## src/rtl/codificador_imediato.sv

```systemverilog
// codificador_imediato: packs decoded RISC-V fields (I / S / SB formats) into a
// 32-bit instruction word and hands it to instruction memory together with a
// post-incremented write address.
// Optional feature macro: CODIFICADOR_VERIFICA_FAIXA_EN
//   defined   -> immediates are range-checked. Rejected requests pulse
//                erro_imediato and bump a saturating error counter.
//   undefined -> immediates are truncated into the format's bit positions,
//                format 11 emits 32'h0, and the error outputs are tied to 0.
module codificador_imediato #(
    parameter int                          LARGURA_ENDERECO = 32,
    parameter logic [LARGURA_ENDERECO-1:0] ENDERECO_INICIAL = '0
) (
    input  logic                        clk,
    input  logic                        reset,
    input  logic                        entrada_valida,
    output logic                        entrada_pronta,
    input  logic [1:0]                  fonte_imediato,
    input  logic [6:0]                  opcode,
    input  logic [2:0]                  funct3,
    input  logic [4:0]                  rd,
    input  logic [4:0]                  rs1,
    input  logic [4:0]                  rs2,
    input  logic [31:0]                 imediato,
    output logic                        saida_valida,
    input  logic                        saida_pronta,
    output logic [31:0]                 instrucao,
    output logic [LARGURA_ENDERECO-1:0] endereco_escrita,
    output logic                        erro_imediato,
    output logic [7:0]                  contador_erros
);

    typedef enum logic [1:0] {
        OCIOSO   = 2'd0,
        CODIFICA = 2'd1,
        SAIDA    = 2'd2
    } estado_t;

    // Field snapshot taken in the accept cycle; the inputs are free to change afterwards.
    typedef struct packed {
        logic [1:0]  formato;
        logic [6:0]  opcode;
        logic [2:0]  funct3;
        logic [4:0]  rd;
        logic [4:0]  rs1;
        logic [4:0]  rs2;
        logic [31:0] imediato;
    } requisicao_t;

    estado_t     estado, proximo;
    requisicao_t req;
    logic [31:0] palavra;
    logic        faixa_ok;
    logic        aceita;
    logic        handshake;

    assign entrada_pronta = (estado == OCIOSO);
    assign saida_valida   = (estado == SAIDA);
    assign aceita         = entrada_pronta & entrada_valida;
    assign handshake      = saida_valida & saida_pronta;

    // Scatter the captured immediate into the format-specific bit positions.
    always_comb begin
        palavra = '0;
        case (req.formato)
            2'b00: palavra = {req.imediato[11:0], req.rs1, req.funct3, req.rd, req.opcode};
            2'b01: palavra = {req.imediato[11:5], req.rs2, req.rs1, req.funct3,
                              req.imediato[4:0], req.opcode};
            2'b10: palavra = {req.imediato[12], req.imediato[10:5], req.rs2, req.rs1,
                              req.funct3, req.imediato[4:1], req.imediato[11], req.opcode};
            default: palavra = '0;
        endcase
    end

`ifdef CODIFICADOR_VERIFICA_FAIXA_EN
    // An immediate fits in N signed bits iff bits [31:N-1] are all copies of the sign.
    // For SB the evenness test also excludes 4095, so the upper limit is 4094.
    always_comb begin
        faixa_ok = 1'b0;
        case (req.formato)
            2'b00, 2'b01: faixa_ok = (&req.imediato[31:11]) | ~(|req.imediato[31:11]);
            2'b10:        faixa_ok = ((&req.imediato[31:12]) | ~(|req.imediato[31:12]))
                                     & ~req.imediato[0];
            default:      faixa_ok = 1'b0;
        endcase
    end
`else
    // Upper immediate bits are deliberately discarded in the truncating build.
    logic imediato_alto_unused;
    assign imediato_alto_unused = ^req.imediato[31:13];
    assign faixa_ok             = 1'b1;
`endif

    // Next-state logic: CODIFICA always lasts exactly one cycle.
    always_comb begin
        proximo = estado;
        case (estado)
            OCIOSO:   if (entrada_valida) proximo = CODIFICA;
            CODIFICA: proximo = faixa_ok ? SAIDA : OCIOSO;
            SAIDA:    if (saida_pronta) proximo = OCIOSO;
            default:  proximo = OCIOSO;
        endcase
    end

    // State register.
    always_ff @(posedge clk) begin
        if (reset) estado <= OCIOSO;
        else       estado <= proximo;
    end

    // Capture the request fields on the accept edge only.
    always_ff @(posedge clk) begin
        if (aceita)
            req <= {fonte_imediato, opcode, funct3, rd, rs1, rs2, imediato};
    end

    // Output word is loaded once when the encode passes and held through SAIDA.
    always_ff @(posedge clk) begin
        if (reset)                              instrucao <= '0;
        else if (estado == CODIFICA && faixa_ok) instrucao <= palavra;
    end

    // Write address advances (modulo 2^LARGURA_ENDERECO) only on a completed handshake.
    always_ff @(posedge clk) begin
        if (reset)          endereco_escrita <= ENDERECO_INICIAL;
        else if (handshake) endereco_escrita <= endereco_escrita + LARGURA_ENDERECO'(4);
    end

`ifdef CODIFICADOR_VERIFICA_FAIXA_EN
    logic rejeita;
    assign rejeita = (estado == CODIFICA) & ~faixa_ok;

    // One-cycle error pulse plus a counter that sticks at 255.
    always_ff @(posedge clk) begin
        if (reset) begin
            erro_imediato  <= 1'b0;
            contador_erros <= '0;
        end else begin
            erro_imediato <= rejeita;
            if (rejeita && contador_erros != 8'hFF)
                contador_erros <= contador_erros + 8'd1;
        end
    end
`else
    assign erro_imediato  = 1'b0;
    assign contador_erros = '0;
`endif

endmodule

```

## config.mk

```make
export PLATFORM = sky130hd
export DESIGN_NAME = codificador_imediato
export DESIGN_NICKNAME = d
export VERILOG_FILES = /design/src/rtl/codificador_imediato.sv
export SDC_FILE = /design/constraint.sdc
export NUM_CORES = 1
export LEC_CHECK = 0
export CAP_MARGIN = 0
export CORE_ASPECT_RATIO = 0.75
export CORE_MARGIN = 3
export CORE_UTILIZATION = 65
export DETAILED_ROUTE_END_ITERATION = 10
export DONT_BUFFER_PORTS = 1
export GPL_TIMING_DRIVEN = 0
export HOLD_SLACK_MARGIN = 0.1
export PLACE_DENSITY = 0.88
export REMOVE_ABC_BUFFERS = 1
export SYNTH_ARGS = -nofsm -noshare
export SYNTH_HDL_FRONTEND = slang
export SYNTH_SLANG_ARGS = --single-unit
```

## constraint.sdc

```tcl
create_clock -name clk -period 4.1 [get_ports clk]
set_input_delay 0.615 -clock clk [delete_from_list [all_inputs] [get_ports clk]]
set_output_delay 0.615 -clock clk [all_outputs]
set_load 0.02 [all_outputs]
```

; Word-level counts from Yosys, hierarchy flattened
; Cells that the tools add are included.
[classes]
eq_ne = 6
n_reduce_logical = 3
n_bitwise = 2
n_mux = 4
n_addsub = 1
[op_table]
columns = op, n
row1 = 32-bit case mux with 3 select lines, 1
row2 = "32-bit by 3-bit adder with 32-bit output, second input constant", 1
row3 = 2-bit case mux with 3 select lines, 1
row4 = "2-bit by 1-bit equality test with 1-bit output, second input constant", 2
row5 = "2-bit equality test, second input constant", 2
row6 = 2-bit zero test, 2
row7 = 2-bit two-way mux, 2
row8 = 1-bit AND, 2
row9 = "2-bit by 1-bit inequality test with 1-bit output, second input constant", 1
row10 = "2-bit inequality test, second input constant", 1
row11 = 2-bit AND reduction, 1
[totals]
input_bits = 63
ff_bits = 106

; Longest topological paths before layout
; Gate-level depths: netlist of the first run.
[depth]
word_depth = 3
mapped_depth = 6
mapped_depth_nobuf = 5

; Least setup slack after synthesis of the first run
; Ideal clock, no wire load.
[synth_path]
path_kind = reg2reg
start = register estado[1]
end = register req[0] in the netlist's numbering, enable pin
setup_time_ps = 402
t_required_ps = 3698
setup_slack_ps = 1983
period_less_slack_ps = 2117
arrival_ps = 1715
stages_incl_launch_ff = 3
cell_sequence = dfxtp_1 > nor2_1 > and2_1
[synth_via]
elab_chain_len = 2
[synth_rtl]
columns = element, line
row1 = "start, declared", 49  ; estado_t estado, proximo;
row2 = "start signal, assigned", 107  ; else estado <= proximo;
row3 = 2-bit zero test, 56  ; assign entrada_pronta = (estado == OCIOSO);
row4 = via entrada_pronta, 16  ; output logic entrada_pronta,
row5 = 1-bit AND, 58  ; assign aceita = entrada_pronta & entrada_valida;
row6 = via aceita, 53  ; logic aceita;
row7 = "end signal, assigned", 113  ; req <= {fonte_imediato, opcode, funct3, rd, rs1, rs2, imediato};
row8 = "end, declared", 50  ; requisicao_t req;
; The timed path passes the listed nets, and every way through them passes these cells.
; A chain may end at the register's enable or synchronous reset.

; Worst setup path in the final report of the first run
[layout_path]
start = register estado[1]
end = register instrucao[16]
[layout_via]
elab_chain_len = 1
[layout_rtl]
columns = element, line
row1 = 2-bit by 1-bit equality test with 1-bit output, 119  ; else if (estado == CODIFICA && faixa_ok) instrucao <= palavra;
row2 = "end signal, assigned", 119
row3 = "end, declared", 26  ; output logic [31:0] instrucao,
; Every way passes these cells.

==> results of run 1 <==
[power groups by stage]
stage	Clock (uW)	Sequential, uW	Combinational, uW
floorplan	0	1190	70.0
global placement	0	1190	82.5
detailed placement	0	1190	86.3
CTS	837	1170	86.9
global route	872	1180	97.6
finish	823	1170	87.1
[worst max-delay path by stage]
| stage | to | slack, ps | cells after the start |
|---|---|---|---|
| 4_1_cts | instrucao[16] | 1500 | 4 |
| 5_1_grt | instrucao[16] | 1220 | 4 |
| 3_3_place_gp | instrucao[19] | 1050 | 4 |
| 2_1_floorplan | instrucao[0] | 1960 | 4 |
| 3_5_place_dp | instrucao[16] | 1460 | 4 |
| 6_report | instrucao[16] | 1430 | 4 |
[metal layers]
metal | vias to the layer above | global-route usage (%) | share of wire (%)
met3 | 10 | 10.5 | 10
met5 | - | 0 | 0
met1 | 1383 | 30.1 | 40
met4 | 0 | 7.53 | 1.2
li1 | 1355 | - | -
met2 | 125 | 37.9 | 48
[critical path: stages, from the launching register on]
cell and delay (ps):
dfxtp_1 360, nand2b_1 790, a21oi_2 1050, a22oi_1 220, nor2_1 170
[sequential cells by signal (all words and copies together) (netlist names)]
name              flops
req                  40
estado                2
endereco_escrita     30
instrucao            32
[through the flow]
stage | cell area (um^2) | total power (uW)
CTS | 4350 | 2090
finish | 4350 | 2080
global placement | 4070 | 1280
floorplan | 3980 | 1260
global route | 4350 | 2150
detailed placement | 4080 | 1280
[cells by family (layout without fill, tap and decap cells)]
logic type	count (synthesis)	in the layout	synth area share, %
other	1	11	0.0908
buffers and inverters	37	21	5.06
and+or+nand+nor	146	146	18.7
adders and majority gates	1	1	0.303
DFF	104	104	60.1
AOI/OAI and AO/OA	77	77	12.0
muxes	8	8	2.06
xor gates and xnor gates	8	8	1.70
[cell type report]
| class | instances | area share [%] |
|---|---|---|
| clock buffers | 9 | 2.85 |
| clock inverters | 7 | 3.37 |
| inverters | 5 | 0.432 |
| multi-input cells | 251 | 34.0 |
| flip-flops and latches | 104 | 57.1 |
| well taps | 78 | 2.24 |
[placed cells by master, fill, tap and decap left out, types with 8 or more instances in the layout]
cell / count
dfxtp_1: 64
nor2_1: 40
edfxtp_1: 40
a21oi_1: 29
nand2_1: 27
a22oi_1: 21
nand3_1: 17
o31ai_1: 11
conb_1: 11
or4_1: 10
clkbuf_8: 9
nor3_1: 8
==> results.toml, run 1 <==
[final_layout]
final_util_pct = 72.8
multi_input_area_um2 = 1480
nets = 435
drive_gt1_share_pct = 7.71
seqCellArea_um2 = 2480
finalNonFillerCells = 454
synthToLayoutAreaGrowth_pct = 5.33
antennaDiodeCount = 0
fillCellCount = 438

[sta]
drv_slew = 0
worst_hold_slack_ps = 309
rsz0062_at_grt = "false"
fin_worst_skew_ps = 9.27
setup_viol = 0
hold_viol = 0
slew_headroom_pct = 8.70
max_freq_ghz = 0.374
layout_min_cycle_time_ps = 2670
tightest_slew_ps = 1370
min_period_over_period_pct = 65.2
tns_ps = 0
fin_ws_ps = 1430

[clock_network]
cts_sinks = 104
cts.reportedPaths.clkPinSlew_ps = 100
ctsHoldBuffers = 0
clkLatencyLatePin_ps = 360
h-tree-depth = 3
cts_resized = 0
cts_root_buffer = "clkbuf_8"
cts_tree = "built"
cts_setup_buffers = 0
cts_buffers = 9
cts.path.max_buffers = 2

[synth]
ys.flop_type = "dfxtp_1"
yosys.area.top_type = "dfxtp_1"
synth_edf_count = 40
ys_top_cells_by_area = "dfxtp_1 31%, edfxtp_1 29%, a22oi_1 3.8%"
ys_warn_count = 0
synthesis.area_um2 = 4130
synth_most_common_cell = "dfxtp_1"
synth.cells.most_frequent = "64 x dfxtp_1, 40 x edfxtp_1, 40 x nor2_1, 30 x a21oi_1, 27 x nand2_1"
synth_cells = 382
synth_top_area_share_pct = 31.0
synth_cell_types = 45
ys_seq_elements = 104
ys_seq_area_share_pct = 60.1
async_flop_share_pct = 0
syn_area_per_cell_um2 = 10.8

[power]
p_sw_share_pct = 22.0
combPwrFrac_pct = 4.2
pwr-share-seq_pct = 56.3
p_switching_uw = 458
leakagePower_uw = 0.00145
ir_drop_mv = 0.343
powerDensity_nw_per_um2 = 479
p_int_uw = 1620
clkPwrFrac_pct = 39.6

[worst_setup_path]
crit_path_end_kind = "flip-flop"
timing.rr.start = "estado[1]"
cp_max_fo = 34
rrSetupSlack_ps = 1430
cp.arrival_ps = 2970
ff2ff_path_depth = 4
crit_start = "estado[1]"
worstSetupPathType = "flip-flop to flip-flop"
start_kind = "flip-flop"
timing.rr.end = "instrucao[16]"
critPathRequiredTime_ps = 4400

[placed_design]
gp_congestion = 0.786
place_ws_ps = 1460
place_inst = 438
port_buffers = 0
dp_hpwl_um = 5700

[detailed_routing]
vias_per_cell = 6.33
first_pass_iters = 4
drt_iter0_drc = 217
drc_errors = 0
dr_total_vias = 2873
final_antenna_net_count = 0
wl_um = 8600
routedWlPerCell_um = 18.9

[worst_hold_path]
hold_class = "input pin to flip-flop"
hold_start = "reset"
min_path_cells = 1
hold_end = "endereco_escrita[27]"

[floorplan]
die_h_um = 75.0
io_pins = 138
rows = 24
die_area_um2 = 7350
initial_core_util_pct = 69.1
die_w_um = 98.0
coreArea_um2 = 5980

[global_routing]
grt_overflow = 0
antenna_found_initial = 0
grt_pass1_wl_um = 13500
grt_max_degree = 67
first_global_vias = 2611
gr-usage-all-layers_pct = 23.9

[outcome]
status = "complete, no violations"

[run]
maxCapViolCount = 0
Note: power is estimated with default switching activity, not from simulation.
==> inputs of run 2 (changes only) <==
--- a/config.mk
+++ b/config.mk
@@ -5,15 +5,16 @@
 export SDC_FILE = /design/constraint.sdc
 export NUM_CORES = 1
 export LEC_CHECK = 0
+export ABC_AREA = 1
 export CAP_MARGIN = 0
 export CORE_ASPECT_RATIO = 0.75
 export CORE_MARGIN = 3
-export CORE_UTILIZATION = 65
+export CORE_UTILIZATION = 56
 export DETAILED_ROUTE_END_ITERATION = 10
 export DONT_BUFFER_PORTS = 1
 export GPL_TIMING_DRIVEN = 0
 export HOLD_SLACK_MARGIN = 0.1
-export PLACE_DENSITY = 0.88
+export PLACE_DENSITY = 0.81
 export REMOVE_ABC_BUFFERS = 1
 export SYNTH_ARGS = -nofsm -noshare
 export SYNTH_HDL_FRONTEND = slang
==> constraint.sdc (replaced) <==
create_clock -name clk -period 2.4 [get_ports clk]
set_input_delay 0.36 -clock clk [delete_from_list [all_inputs] [get_ports clk]]
set_output_delay 0.36 -clock clk [all_outputs]
set_load 0.02 [all_outputs]
==> run 2 against run 1 <==
Net effect:
- total power is 67% higher
- highest routed layer unchanged
- global-route usage is 2.1 points lower
- critical path depth is 2 higher
- cell area is 14% higher
- clock skew hardly changed
- count of clock-buffer cells in the layout is 1 higher
- clock power is 51% higher
- hold slack worse by 170 ps
- wire length is 13% higher
- critical path type unchanged
- synthesized area is 2.2% higher
- via count is 16% higher
==> results.toml, run 2 <==
[outcome]
status = "complete, no violations"

[final_layout]
final_cell_mix = "116 x nand2_1, 64 x dfxtp_1, 60 x a21oi_1"
final_common_cell = "nand2_1"
antennaDiodeCount = 0
largest_register_ffs = 40
fin_area_um2 = 4950
largestRegisters = "req: 40 flops, instrucao: 32 flops, endereco_escrita: 30 flops"
regMostFlops = "req"
final_util_pct = 70.1
nets = 583
drive_gt1_share_pct = 7.63
synthToLayoutAreaGrowth_pct = 17.4

[detailed_routing]
final_antenna_net_count = 0
drt_iter0_drc = 206
dr_total_vias = 3334
wl_um = 9700
routedWlPerCell_um = 15.6
first_pass_iters = 5
vias_per_cell = 5.36
drc_errors = 0

[power]
p_sw_share_pct = 23.9
leakagePower_uw = 0.00189
powerDensity_nw_per_um2 = 703
pwr-share-seq_pct = 57.4
p_int_uw = 2650
clkPwrFrac_pct = 35.8
combPwrFrac_pct = 6.9
p_switching_uw = 832
ir_drop_mv = 0.551

[sta]
max_freq_ghz = 0.462
rsz0062_at_grt = "false"
setup_viol = 0
slew_headroom_pct = 35.1
fin_worst_skew_ps = 9.24
drv_slew = 0
layout_min_cycle_time_ps = 2170
min_period_over_period_pct = 90.2
hold_viol = 0
tightest_slew_ps = 973
tns_ps = 0

[global_routing]
gr-usage-all-layers_pct = 21.8
grt_overflow = 0
grt_max_degree = 35
antenna_found_initial = 0
first_global_vias = 3027
grt_pass1_wl_um = 14500

[placed_design]
dpl_cell_area_um2 = 4280
gp_congestion = 0.965
port_buffers = 0
dp_hpwl_um = 6340

[clock_network]
cts.reportedPaths.clkPinSlew_ps = 100
cts_root_buffer = "clkbuf_8"
cts_setup_buffers = 0
cts_tree = "built"
cts.path.max_buffers = 2
h-tree-depth = 3
clkLatencyLatePin_ps = 360
cts_sinks = 104
cts_buffers = 9

[synth]
async_flop_share_pct = 0
synthesis.area_um2 = 4220
ys_top_cells_by_area = "dfxtp_1 30%, edfxtp_1 28%, nand2_1 10%"
syn_area_per_cell_um2 = 8.84
ys_seq_area_share_pct = 58.9
ys_warn_count = 0
synth_cell_types = 32
synth.cells.most_frequent = "116 x nand2_1, 64 x dfxtp_1, 60 x a21oi_1, 44 x nor2_1, 41 x inv_1"
yosys.area.top_type = "dfxtp_1"
synth_most_common_cell = "nand2_1"
ys.flop_type = "dfxtp_1"
synth_edf_count = 40
ys_seq_elements = 104
synth_top_area_share_pct = 30.4
synth_cells = 477

[run]
maxCapViolCount = 0

[worst_setup_path]
critPathRequiredTime_ps = 2690
start_kind = "flip-flop"
worstSetupPathType = "flip-flop to flip-flop"
cp.arrival_ps = 2460
crit_path_end_kind = "flip-flop"
rrSetupSlack_ps = 230
cp_max_fo = 35
ff2ff_path_depth = 6
timing.rr.start = "estado[0]"
timing.rr.end = "instrucao[16]"

[worst_hold_path]
hold_end = "endereco_escrita[5]"
hold_class = "input pin to flip-flop"
hold_start = "reset"
min_path_cells = 2

[floorplan]
rows = 26
initial_core_util_pct = 59.7
die_area_um2 = 8620
coreArea_um2 = 7060
die_h_um = 81.1
io_pins = 138
die_w_um = 106
## run 2: how the worst max path moves through the flow
stage	from	end	slack, ps	cells past startpoint
2_1_floorplan	estado[1]	req[0]	-1280	1
3_3_place_gp	estado[1]	req[34]	-2230	1
3_5_place_dp	estado[0]	instrucao[18]	-330	6
4_1_cts	estado[0]	instrucao[18]	230	6
5_1_grt	estado[0]	instrucao[26]	40	6
6_report	estado[0]	instrucao[16]	230	6
## run 2: layout make-up
| class | count | area (um^2) |
|---|---|---|
| clock buffers | 10 | 138 |
| clock inverters | 6 | 100 |
| fillers | 533 | 2110 |
| inverters | 43 | 161 |
| multi-input cells | 317 | 1490 |
| flip-flops and latches | 104 | 2480 |
| well taps | 98 | 123 |
| repair buffers | 44 | 458 |
## run 2: what timing repair did
item                                   in CTS  in global routing
pin swaps                                   0                  1
resized for setup                           2                  0
gates cloned                                0                  1
hold buffers                               41                  0
endpoints found under the hold margin      69                  0
setup endpoints to repair                  21                  3
## run 2: cell families (layout without fill, tap and decap cells)
group | Yosys count | after routing | share of synthesized area, %
simple gates | 220 | 221 | 23.3
flops | 104 | 104 | 58.9
compound gates | 82 | 82 | 9.88
buf+inv | 67 | 103 | 7.18
xor+xnor | 2 | 2 | 0.416
fa+ha+maj | 1 | 1 | 0.297
other cells | 1 | 11 | 0.0889
## run 2: worst max-delay path, cell delays in order, from the launching register on
cell	delay (ps)
dfxtp_1	410
inv_2	100
nor2_2	420
inv_2	410
nor2_2	500
nand2_1	100
a21oi_1	150
## run 2: through the flow
step / hold slack, ps / cells / power [uW] / setup slack [ps]
CTS: 126 / 621 / 3490 / 233
finish: 143 / 622 / 3480 / 234
global route: 133 / 622 / 3580 / 43.8
detailed placement: 435 / 564 / 2200 / -330
global placement: 432 / 561 / 2190 / -2230
floorplan: 429 / 463 / 2150 / -1280
## run 2: routing by layer
metal	vias up	share of wire, %	track usage, %
met1	1552	41	25.0
met4	0	1.9	7.50
met2	136	48	37.7
li1	1630	-	-
met5	-	0	0
met3	16	8.8	8.58
## run 2: power groups by stage
stage          clock (uW)  sequential (uW)  combinational, uW
2_1_floorplan           0             2030                122
3_3_place_gp            0             2040                149
3_5_place_dp            0             2030                167
4_1_cts              1260             1990                233
5_1_grt              1320             2000                263
6_report             1240             1990                239
